File: src/rtl/mdu_pkg.sv
// mdu_pkg: shared types and constants for the multiply/divide sequencer.
// Optional divide support is controlled by the MDU_DIV_EN macro (see mdu_seq).
package mdu_pkg;

   typedef enum logic [1:0] {
      IDLE = 2'd0,
      RUN  = 2'd1,
      DONE = 2'd2
   } state_t;

   localparam logic       MDU_MULTU = 1'b0;
   localparam logic       MDU_DIVU  = 1'b1;

   localparam logic [3:0] ALU_ADD   = 4'b0010;
   localparam logic [3:0] ALU_SUB   = 4'b0110;

   localparam int         STEPS     = 32;

endpackage

File: src/rtl/mdu_step.sv
// mdu_step: one shift-add (MULTU) or restoring-divide (DIVU) bit step.
// Pure combinational: drives the shared ALU and forms the next {hi, lo}.
// Carry/borrow is recovered from the ALU result by comparison, so no adder
// lives here. The divide path exists only when MDU_DIV_EN is defined.
module mdu_step
   import mdu_pkg::*;
#(
   parameter int WIDTH = 32
) (
   input  logic             i_run,
`ifdef MDU_DIV_EN
   input  logic             i_op,
`endif
   input  logic [WIDTH-1:0] i_hi,
   input  logic [WIDTH-1:0] i_lo,
   input  logic [WIDTH-1:0] i_m,
   input  logic [WIDTH-1:0] i_alu_result,
   output logic [WIDTH-1:0] o_alu_a,
   output logic [WIDTH-1:0] o_alu_b,
   output logic [3:0]       o_alu_ctrl,
   output logic [WIDTH-1:0] o_hi,
   output logic [WIDTH-1:0] o_lo
);

   logic             w_c;
`ifdef MDU_DIV_EN
   logic [WIDTH-1:0] w_s;
   logic             w_nb;
`endif

   // ALU drive and next-state of the hi/lo pair for the current step
   always_comb begin
      o_alu_a    = '0;
      o_alu_b    = '0;
      o_alu_ctrl = ALU_ADD;
      o_hi       = i_hi;
      o_lo       = i_lo;
      w_c        = 1'b0;
`ifdef MDU_DIV_EN
      w_s        = {i_hi[WIDTH-2:0], i_lo[WIDTH-1]};
      w_nb       = 1'b0;
`endif
      if (i_run) begin
`ifdef MDU_DIV_EN
         if (i_op == MDU_DIVU) begin
            // trial subtract of the shifted partial remainder; the bit
            // shifted out of hi means s >= 2^WIDTH > M, so never a borrow
            o_alu_a    = w_s;
            o_alu_b    = i_m;
            o_alu_ctrl = ALU_SUB;
            w_nb       = i_hi[WIDTH-1] | (i_alu_result <= w_s);
            if (w_nb) begin
               o_hi = i_alu_result;
               o_lo = {i_lo[WIDTH-2:0], 1'b1};
            end else begin
               o_hi = w_s;
               o_lo = {i_lo[WIDTH-2:0], 1'b0};
            end
         end else
`endif
         begin
            // add multiplicand when the current multiplier bit is set,
            // then shift {carry, sum, lo} right by one
            o_alu_a    = i_hi;
            o_alu_b    = i_lo[0] ? i_m : '0;
            o_alu_ctrl = ALU_ADD;
            w_c        = (i_alu_result < i_hi);
            o_hi       = {w_c, i_alu_result[WIDTH-1:1]};
            o_lo       = {i_alu_result[0], i_lo[WIDTH-1:1]};
         end
      end
   end

endmodule

File: src/rtl/mdu_seq.sv
// mdu_seq: iterative 32-step MULTU/DIVU sequencer for the HI/LO unit,
// time-sharing the external ALU. Define MDU_DIV_EN to include DIVU;
// without it, a DIVU request is silently ignored.
module mdu_seq
   import mdu_pkg::*;
#(
   parameter int WIDTH = 32
) (
   input  logic             clk,
   input  logic             rst_n,
   input  logic             start,
   input  logic             op,
   input  logic [WIDTH-1:0] src_a,
   input  logic [WIDTH-1:0] src_b,
   output logic             busy,
   output logic             done,
   output logic [WIDTH-1:0] hi,
   output logic [WIDTH-1:0] lo,
   output logic [WIDTH-1:0] alu_a,
   output logic [WIDTH-1:0] alu_b,
   output logic [3:0]       alu_ctrl,
   input  logic [WIDTH-1:0] alu_result
);

   localparam int CW = $clog2(STEPS);

   state_t           r_state, w_state_nxt;
   logic [CW-1:0]    r_cnt;
   logic [WIDTH-1:0] r_hi, r_lo, r_m;
   logic             r_busy;
   logic             w_accept;
   logic             w_run;
   logic [WIDTH-1:0] w_hi_nxt, w_lo_nxt;
`ifdef MDU_DIV_EN
   logic             r_op;
`endif

   assign w_run = (r_state == RUN);

   mdu_step #(.WIDTH(WIDTH)) u_step (
      .i_run        (w_run),
`ifdef MDU_DIV_EN
      .i_op         (r_op),
`endif
      .i_hi         (r_hi),
      .i_lo         (r_lo),
      .i_m          (r_m),
      .i_alu_result (alu_result),
      .o_alu_a      (alu_a),
      .o_alu_b      (alu_b),
      .o_alu_ctrl   (alu_ctrl),
      .o_hi         (w_hi_nxt),
      .o_lo         (w_lo_nxt)
   );

   // state register
   always_ff @(posedge clk) begin
      if (!rst_n) r_state <= IDLE;
      else        r_state <= w_state_nxt;
   end

   // next state and accept decode
   always_comb begin
      w_state_nxt = r_state;
      w_accept    = 1'b0;
      case (r_state)
         IDLE: begin
`ifdef MDU_DIV_EN
            w_accept = start;
`else
            w_accept = start & (op == MDU_MULTU);
`endif
            if (w_accept) w_state_nxt = RUN;
         end
         RUN:     if (r_cnt == CW'(STEPS-1)) w_state_nxt = DONE;
         DONE:    w_state_nxt = IDLE;
         default: w_state_nxt = IDLE;
      endcase
   end

   // operand capture on accept, one bit step per RUN cycle
   always_ff @(posedge clk) begin
      if (!rst_n) begin
         r_hi  <= '0;
         r_lo  <= '0;
         r_m   <= '0;
         r_cnt <= '0;
`ifdef MDU_DIV_EN
         r_op  <= MDU_MULTU;
`endif
      end else if (w_accept) begin
         r_hi  <= '0;
         r_lo  <= (op == MDU_DIVU) ? src_a : src_b;
         r_m   <= (op == MDU_DIVU) ? src_b : src_a;
         r_cnt <= '0;
`ifdef MDU_DIV_EN
         r_op  <= op;
`endif
      end else if (w_run) begin
         r_hi  <= w_hi_nxt;
         r_lo  <= w_lo_nxt;
         r_cnt <= r_cnt + CW'(1);
      end
   end

   // busy: set by accept, cleared on leaving DONE
   always_ff @(posedge clk) begin
      if (!rst_n)                r_busy <= 1'b0;
      else if (w_accept)         r_busy <= 1'b1;
      else if (r_state == DONE)  r_busy <= 1'b0;
   end

   assign busy = r_busy;
   assign done = (r_state == DONE);
   assign hi   = r_hi;
   assign lo   = r_lo;

endmodule

File: config.mk
export PLATFORM = sky130hd
export DESIGN_NAME = mdu_seq
export DESIGN_NICKNAME = d
export VERILOG_FILES = /design/src/rtl/mdu_pkg.sv /design/src/rtl/mdu_step.sv /design/src/rtl/mdu_seq.sv
export SDC_FILE = /design/constraint.sdc
export NUM_CORES = 1
export LEC_CHECK = 0
export ABC_AREA = 1
export BUFFER_PORTS_ARGS = -buffer_cell sky130_fd_sc_hd__buf_2
export CAP_MARGIN = 20
export CORE_AREA = 2 2 86 149
export DETAILED_ROUTE_END_ITERATION = 8
export DIE_AREA = 0 0 88 151
export PLACE_DENSITY = 0.77
export REMOVE_ABC_BUFFERS = 1
export SYNTH_ARGS = -nofsm -noshare
export SYNTH_HDL_FRONTEND = slang
export SYNTH_SLANG_ARGS = --single-unit
File: constraint.sdc
create_clock -name clk -period 2.3 [get_ports clk]
set_input_delay 0.115 -clock clk [delete_from_list [all_inputs] [get_ports clk]]
set_output_delay 0.115 -clock clk [all_outputs]
set_load 0.03 [all_outputs]
==> results of run 1 <==
[state kept, by name, summed over array words and instances, names as in the netlist]
signal   flops
r_m         32
r_cnt        5
busy         1
lo          32
hi          32
r_state      2
[final cells by class]
type                    count  area share [%]
multi-input cells         585            41.6
flip-flops and latches    104            28.4
repair buffers            240            17.1
inverters                 113            5.81
clock buffers              10            3.12
well taps                 165            2.81
clock inverters             5            1.11
diodes                      2          0.0682
[critical path: stages (launching register included)]
cell     delay (ps)
dfxtp_1         340
inv_2            90
nor2_4           40
inv_4           240
buf_12          350
nor2_1          100
buf_2           190
[placed cells by master, fill, tap and decap left out, types with 6 or more instances in the layout]
cell type,instances
or2_2,7
o21ai_0,41
ha_1,33
nand3_1,7
buf_2,229
o221ai_1,28
o211ai_1,28
nand2_1,233
a21oi_1,53
or2_1,14
inv_1,108
clkbuf_16,9
or2_0,7
buf_4,9
dfxtp_1,104
nor2_1,83
nor3_1,6
a31oi_1,32
[per-layer routing]
layer  share of wire, %  GRT usage (%)  vias to the layer above
met3                6.5           5.56                       24
met1                 40           28.0                     2838
met2                 52           45.0                      213
li1                   -              -                     3163
met4                1.9           7.38                        0
met5                  0              0                        -
[report_power, final]
part           internal (mW)  switching (mW)
clock network          0.951           0.676
registers               1.90          0.0579
logic                  0.301           0.594
[stage by stage]
stage | utilization (%) | std cells | hold WS, ps
6_report | 61.1 | 1224 | 32.5
2_1_floorplan | - | 802 | 213
5_1_grt | 61.1 | 1224 | 32.4
4_1_cts | 61.1 | 1222 | 22.4
3_5_place_dp | 58.5 | 1207 | 392
3_3_place_gp | 58.5 | 1207 | 388
[worst min path at each step]
stage | endpoint | slack, ps
after floorplan | lo[0]$_SDFFE_PN0P_ | 210
after global placement | hi[24]$_SDFFE_PP0P_ | 390
after detailed placement | hi[9]$_SDFFE_PP0P_ | 390
after CTS | hi[23]$_SDFFE_PP0P_ | 20
after global routing | hi[18]$_SDFFE_PP0P_ | 30
final | hi[23]$_SDFFE_PP0P_ | 30
[cell families (layout without fill, tap and decap cells)]
logic type      count (synthesis)  count (layout)  share of synthesized area, %
compound gates                185             185                          19.5
xor+xnor                        1               1                         0.149
other cells                     2               6                         0.127
fa+ha+maj                      33              33                          7.01
simple gates                  362             362                          24.9
flops                         104             104                          35.3
buf+inv                       177             368                          13.0
==> impl_metrics.toml, run 1 <==
[run_status]
status = "finished clean"

[sta]
slew_viol_final = 0
max_freq_ghz = 0.534
finalWorstSetupSlack_ps = 426
worstMarginPinSlew_ps = 674
relSlewSlack_pct = 55.1
setup_viol = 0
rsz0062_at_grt = "no"
fin_crit_sh_pct = 81.5
finalHoldViolCount = 0
fin_crit_ps = 1870
finalSetupTns_ps = 0
finalClockSkew_ps = 4.64

[cells_and_area]
multi_input_area_um2 = 3050
seqCellArea_um2 = 2080
final_area_um2 = 7340
nFillCells = 1200
layout-drive-gt1-share_pct = 25.5
fin_nets = 1186
area_growth_pct = 24.5

[setup_path]
r2r_end = "lo[22]$_SDFFE_PN0P_"
arrival_ps = 1760
path_class = "reg -> out"
end_kind = "primary output"
cp_max_fo = 83
timing.rr.start = "r_state[0]$_SDFFE_PN0P_"
worstRegToRegCells = 8
endpoint = "alu_b[18]"
r2r_slack_ps = 600
start_kind = "flop"
startpoint = "r_state[0]$_SDFFE_PN0P_"
required_ps = 2180

[place]
dp_hpwl_um = 12000
preCtsSetupSlack_ps = 576
place.gp.congestion = 0.860
portBuffers = 229
placed_cell_area_um2 = 7020

[global_route]
antenna_found_initial = 2
grt.overflow.total = 0
grtUsageTotal_pct = 24.7
grt_max_degree = 84
first_global_vias = 5687
grt_pass1_wl_um = 26200

[synthesis]
synth-warning-count = 0
yosysMostFrequentCell = "nand2_1"
netlist_area_um2 = 5890
synth_ff_type = "dfxtp_1"
yosys.area.top_type = "dfxtp_1"
synth-seq-area-share_pct = 35.3
synth_cell_types = 30
synth_top_area_share_pct = 35.3
synthTopCellsByArea = "dfxtp_1, nand2_1, ha_1"
synthCells = 864
ys_ff_latch = 104
synthTopCellsByCount = "nand2_1, inv_1, dfxtp_1"
synth_area_per_cell_um2 = 6.82
ys_async_sr_fraction_pct = 0
synth_edf_count = 0

[clocking]
post_cts_resized = 0
htreeDepth = 3
postCtsSetupRepairBufs = 0
cts_tree = "yes"
cts_root_buf = "clkbuf_16"
clk_latency_ps = 340
hold_buffers = 0
cts_made_buffers = 9
cts.sinks = 104
cts_buffer_depth = 2
clkTransAtPathRegs_ps = 70

[route]
vias = 6238
wirelength_um = 16800
wl_per_cell_um = 13.7
postRouteAntennaNets = 0
drt_iter0_markers = 212
drc = 0
viasPerCell = 5.10
dr.pass1.iters = 5

[min_path]
holdPathStages = 3
worstHoldStart = "alu_result[24]"
hold_class = "in -> reg"

[pwr]
p_total_mw = 4.48
p_per_area_nw_per_um2 = 611
p_leak_nw = 3.56
peakVddDrop_uv = 358

[floorplan]
num_rows = 53
die_height_um = 151
io_pins = 234
start_util_pct = 49.1
coreArea_um2 = 12000
fp.dieArea_um2 = 13300
die_x_um = 88

[flow_run]
cap_violations = 0
Note: power is estimated with default switching activity, not from simulation.
==> inputs of run 2 (changes only) <==
CORE_AREA = 2 2 86 151   (was 2 2 86 149)
DIE_AREA = 0 0 88 153   (was 0 0 88 151)
PLACE_DENSITY = 0.76   (was 0.77)
clock period = 1.95 ns   (was 2.3 ns; I/O delays follow)
==> run 2 against run 1 <==
Sequential power grew 18%. Cell area rose by 1.1%. Flip-flop and latch count did not move. Setup slack worse by 230 ps. Die area increased by 1.3%. Via count grew 0.16%. Highest routed layer unchanged.
==> impl_metrics.toml, run 2 (synthesized netlist as in run 1, its figures left out) <==
[cells_and_area]
final_common_cell = "nand2_1"
fin_cells = 1231
multi_input_area_um2 = 3050
diodes = 0
seqCellArea_um2 = 2080
final_area_um2 = 7420
fin_nets = 1191
nFillCells = 1209
area_growth_pct = 25.9
final_cell_mix = "nand2_1, buf_2, inv_1"
layout-drive-gt1-share_pct = 26.1
utilization_pct = 60.7

[sta]
fin_crit_sh_pct = 89.9
finalClockSkew_ps = 8.38
finalSetupTns_ps = 0
fin_hold_ws_ps = 14.6
worstMarginPinSlew_ps = 646
rsz0062_at_grt = "no"
setup_viol = 0
relSlewSlack_pct = 56.9
finalHoldViolCount = 0
max_freq_ghz = 0.571
fin_crit_ps = 1750
finalWorstSetupSlack_ps = 197
slew_viol_final = 0

[place]
preCtsSetupSlack_ps = 340
placed_cell_area_um2 = 7090
portBuffers = 229
dp_cells = 1215
dp_hpwl_um = 12100
place.gp.congestion = 0.864

[clocking]
postCtsSetupRepairBufs = 0
clkTransAtPathRegs_ps = 80
post_cts_resized = 0
cts_tree = "yes"
cts_made_buffers = 9
cts_root_buf = "clkbuf_16"
htreeDepth = 3
cts.sinks = 104
clk_latency_ps = 350
hold_buffers = 0
cts_buffer_depth = 2

[setup_path]
required_ps = 1850
path_class = "reg -> out"
start_kind = "flop"
end_kind = "primary output"
cp_slowest_cell = "dfxtp_1"
cpPeakStageDelay_ps = 390
cp_max_fo = 35
arrival_ps = 1660
path_cells = "inv_2, nor2_4, inv_4, buf_4, nor2_1, buf_2"

[global_route]
grt.overflow.total = 0
first_global_vias = 5857
antenna_found_initial = 0
grt_pass1_wl_um = 26200
grtUsageTotal_pct = 24.1
grt_max_degree = 65

[pwr]
pwr-share-clk_pct = 37.1
internal-power_mw = 3.76
p_total_mw = 5.38
seq_power_share_pct = 43.0
pwr-share-comb_pct = 19.9
swShare_pct = 30.2
p_leak_nw = 3.60
peakVddDrop_uv = 424
p_per_area_nw_per_um2 = 725
p_switching_mw = 1.62

[floorplan]
die_x_um = 88
start_util_pct = 48.2
die_height_um = 153
fp.dieArea_um2 = 13500
coreArea_um2 = 12200
io_pins = 234
num_rows = 54

[run_status]
status = "finished clean"

[route]
wl_per_cell_um = 13.4
viasPerCell = 5.08
postRouteAntennaNets = 0
wirelength_um = 16500
drc = 0
drt_iter0_markers = 208
dr.pass1.iters = 4
vias = 6248

[flow_run]
cap_violations = 0

[min_path]
hold_class = "in -> reg"
==> run 2: layer usage <==
metal / GRT usage, % / vias up / routed length [um]
li1: - / 3178 / -
met1: 25.6 / 2854 / 6330
met2: 44.4 / 192 / 8740
met3: 5.89 / 24 / 1070
met4: 8.35 / 0 / 397
met5: 0 / - / 0
==> run 2: power groups by stage <==
stage          combinational [mW]  clock, mW  sequential (mW)
5_1_grt                      1.20       2.13             2.33
4_1_cts                      1.08       2.04             2.31
2_1_floorplan               0.498          0             2.49
6_report                     1.07       1.99             2.31
3_5_place_dp                 1.08          0             2.36
3_3_place_gp                 1.06          0             2.36
==> run 2: layout make-up <==
class / instances / area share [%]
repair buffers: 245 / 17.7
inverters: 113 / 5.75
clock buffers: 9 / 3.04
multi-input cells: 585 / 41.2
clock inverters: 7 / 1.42
well taps: 168 / 2.83
flip-flops and latches: 104 / 28.1
==> run 2: critical path, delay by kind of cell (launching register included) <==
kind / cells / cell delay, ps
buf+inv: 4 / 640
flops: 1 / 390
simple gates: 2 / 270
==> run 2: path summary, 6_finish.rpt <==
path / startpoint / end / slack (ps) / cells past startpoint
setup / recovery: r_state[0]$_SDFFE_PN0P_ / alu_b[6] / 200 / 6
hold / removal: src_a[8] / r_m[8]$_SDFFE_PN0P_ / 10 / 3
setup reg to reg: hi[5]$_SDFFE_PP0P_ / hi[31]$_SDFFE_PP0P_ / 330 / 11
hold reg to reg: r_cnt[4]$_SDFFE_PP0P_ / r_cnt[4]$_SDFFE_PP0P_ / 470 / 2
==> inputs of run 3 (changes only) <==
CORE_AREA = 2 2 93 163   (was 2 2 86 151)
DIE_AREA = 0 0 95 165   (was 0 0 88 153)
PLACE_DENSITY = 0.75   (was 0.76)
SYNTH_HIERARCHICAL = 1   (was not set)
==> run 3 against run 2 <==
Final cell count rose by 29%. Maximum frequency decreased by 3.1%. Critical path depth up 1. Non-clock buffer count stayed put. Via count rose by 24%. Setup slack worse by 56 ps. First-iteration DRC count grew 56%. Flip-flop and latch count did not move. Synthesized cell count grew 42%. Global-route usage is essentially flat. Die area up 16%. Count of clock-buffer cells in the layout grew 2. Largest cell class unchanged.
==> impl_metrics.toml, run 3 <==
[clocking]
htreeDepth = 3
cts_buffer_depth = 2
cts_root_buf = "clkbuf_16"
clk_latency_ps = 350
cts_made_buffers = 9
cts.sinks = 104
postCtsSetupRepairBufs = 0
clkTransAtPathRegs_ps = 80
cts_tree = "yes"

[synthesis]
synth-seq-area-share_pct = 29.5
synth_area_per_cell_um2 = 5.76
ys_ff_latch = 104
synthCells = 1224
netlist_area_um2 = 7050
synth_ff_type = "dfxtp_1"
synthTopCellsByCount = "nand2_1, inv_1, dfxtp_1"
yosys.area.top_type = "nand2_1"
ys_async_sr_fraction_pct = 0
synth_edf_count = 0
synthTopCellsByArea = "nand2_1, dfxtp_1, inv_1"
yosysMostFrequentCell = "nand2_1"
synth-warning-count = 6
synth_top_area_share_pct = 32.7
synth_cell_types = 25

[pwr]
internal-power_mw = 3.65
seq_power_share_pct = 43.0
p_per_area_nw_per_um2 = 613
pwr-share-clk_pct = 36.6
p_leak_nw = 4.75
peakVddDrop_uv = 549
p_switching_mw = 1.62
pwr-share-comb_pct = 20.4
p_total_mw = 5.27
swShare_pct = 30.8

[min_path]
worstHoldStart = "src_a[23]"
hold_class = "in -> reg"

[setup_path]
end_kind = "primary output"
path_cells = "clkinv_1, nand2_4, clkinv_8, nand2_2, buf_4, nor2_1, buf_2"
startpoint = "r_state[1]$_SDFFE_PN0P_"
cpPeakStageDelay_ps = 340
start_kind = "flop"
timing.rr.start = "hi[5]$_SDFFE_PP0P_"
required_ps = 1850
path_class = "reg -> out"
cp_slowest_cell = "dfxtp_1"
arrival_ps = 1710
cp_max_fo = 33

[sta]
max_freq_ghz = 0.553
fin_crit_ps = 1810
worstMarginPinSlew_ps = 571
slew_viol_final = 0
finalClockSkew_ps = 11.7
setup_viol = 0
fin_crit_sh_pct = 92.7
finalHoldViolCount = 0
relSlewSlack_pct = 62.0
rsz0062_at_grt = "no"

[global_route]
first_global_vias = 6857
grt_pass1_wl_um = 30500
grtUsageTotal_pct = 24.1
grt_max_degree = 72
grt.overflow.total = 0
antenna_found_initial = 1

[route]
drt_iter0_markers = 324
wl_per_cell_um = 12.1
dr.pass1.iters = 6
vias = 7770
postRouteAntennaNets = 0
drc = 0
viasPerCell = 4.88
wirelength_um = 19300

[flow_run]
cap_violations = 0

[floorplan]
fp.dieArea_um2 = 15700
num_rows = 58
die_x_um = 95
start_util_pct = 49.3
io_pins = 234
die_height_um = 165
coreArea_um2 = 14300

[place]
place.gp.congestion = 0.799
dp_cells = 1576
placed_cell_area_um2 = 8250
portBuffers = 229
dp_hpwl_um = 13700

[run_status]
status = "finished clean"

[cells_and_area]
diodes = 0
final_area_um2 = 8600
nFillCells = 1487
utilization_pct = 60.1
final_cell_mix = "nand2_1, buf_2, inv_1"
seqCellArea_um2 = 2080
layout-drive-gt1-share_pct = 20.5
multi_input_area_um2 = 4030
fin_nets = 1540
fin_cells = 1592
area_growth_pct = 21.9
final_common_cell = "nand2_1"
## run 3: final timing paths
check / endpoint / slack [ps] / cells after the start
worst max register to register: hi[31]$_SDFFE_PP0P_ / 190 / 13
worst min-delay path: r_m[23]$_SDFFE_PN0P_ / 90 / 5
worst max-delay path: alu_b[17] / 140 / 7
worst min register to register: r_m[0]$_SDFFE_PN0P_ / 470 / 2
## run 3: timing repair
item | in CTS | in global routing
setup endpoints to repair | 0 | 35
gates resized for setup | 0 | 8
hold buffers | 0 | 0
hold endpoints to repair | 0 | 0
## run 3: per-stage QoR
step,setup WS (ps),hold slack [ps],TNS [ps]
floorplan,-2320,195,-209580
global placement,267,452,0
detailed placement,220,456,0
CTS,40.3,81.1,0
global route,15.6,107,0
finish,142,90.2,0
## run 3: power by group through the flow
stage	Combinational, mW	Sequential (mW)	Clock (mW)
detailed placement	1.07	2.31	0
floorplan	0.554	2.40	0
CTS	1.08	2.27	1.98
global placement	1.06	2.31	0
finish	1.07	2.27	1.93
global route	1.21	2.28	2.07
## run 3: area by class of cell
| class | count | area share [%] |
|---|---|---|
| Multi-Input combinational cell | 900 | 46.8 |
| Sequential cell | 104 | 24.2 |
| Timing Repair Buffer | 245 | 16.1 |
| Inverter | 147 | 6.56 |
| Clock buffer | 11 | 2.94 |
| Tap cell | 180 | 2.62 |
| Clock inverter | 5 | 0.713 |
## run 3: critical path: cells and delay by family, from the launching register on
family                 cells  cell delay, ps
buffers and inverters      4             660
DFF                        1             340
and+or+nand+nor            3             350
## run 3: cells by family after synthesis
kind of cell	after synthesis	share of synthesized area, %
flip-flops	104	29.5
buffers and inverters	222	13.6
AND/OR/NAND/NOR	741	41.1
adder cells (fa/ha/maj)	33	5.86
other	2	0.106
AO/OA/AOI/OAI	121	9.65
XOR/XNOR	1	0.124
## run 3: metal layers
layer / part of all wire, % / wire, um / GRT usage [%] / vias up
met3: 4.8 / 918 / 4.29 / 32
met4: 2.6 / 497 / 8.96 / 0
met2: 53 / 10200 / 46.5 / 185
met5: 0 / 0 / 0 / -
met1: 40 / 7670 / 25.1 / 3492
li1: - / - / - / 4061
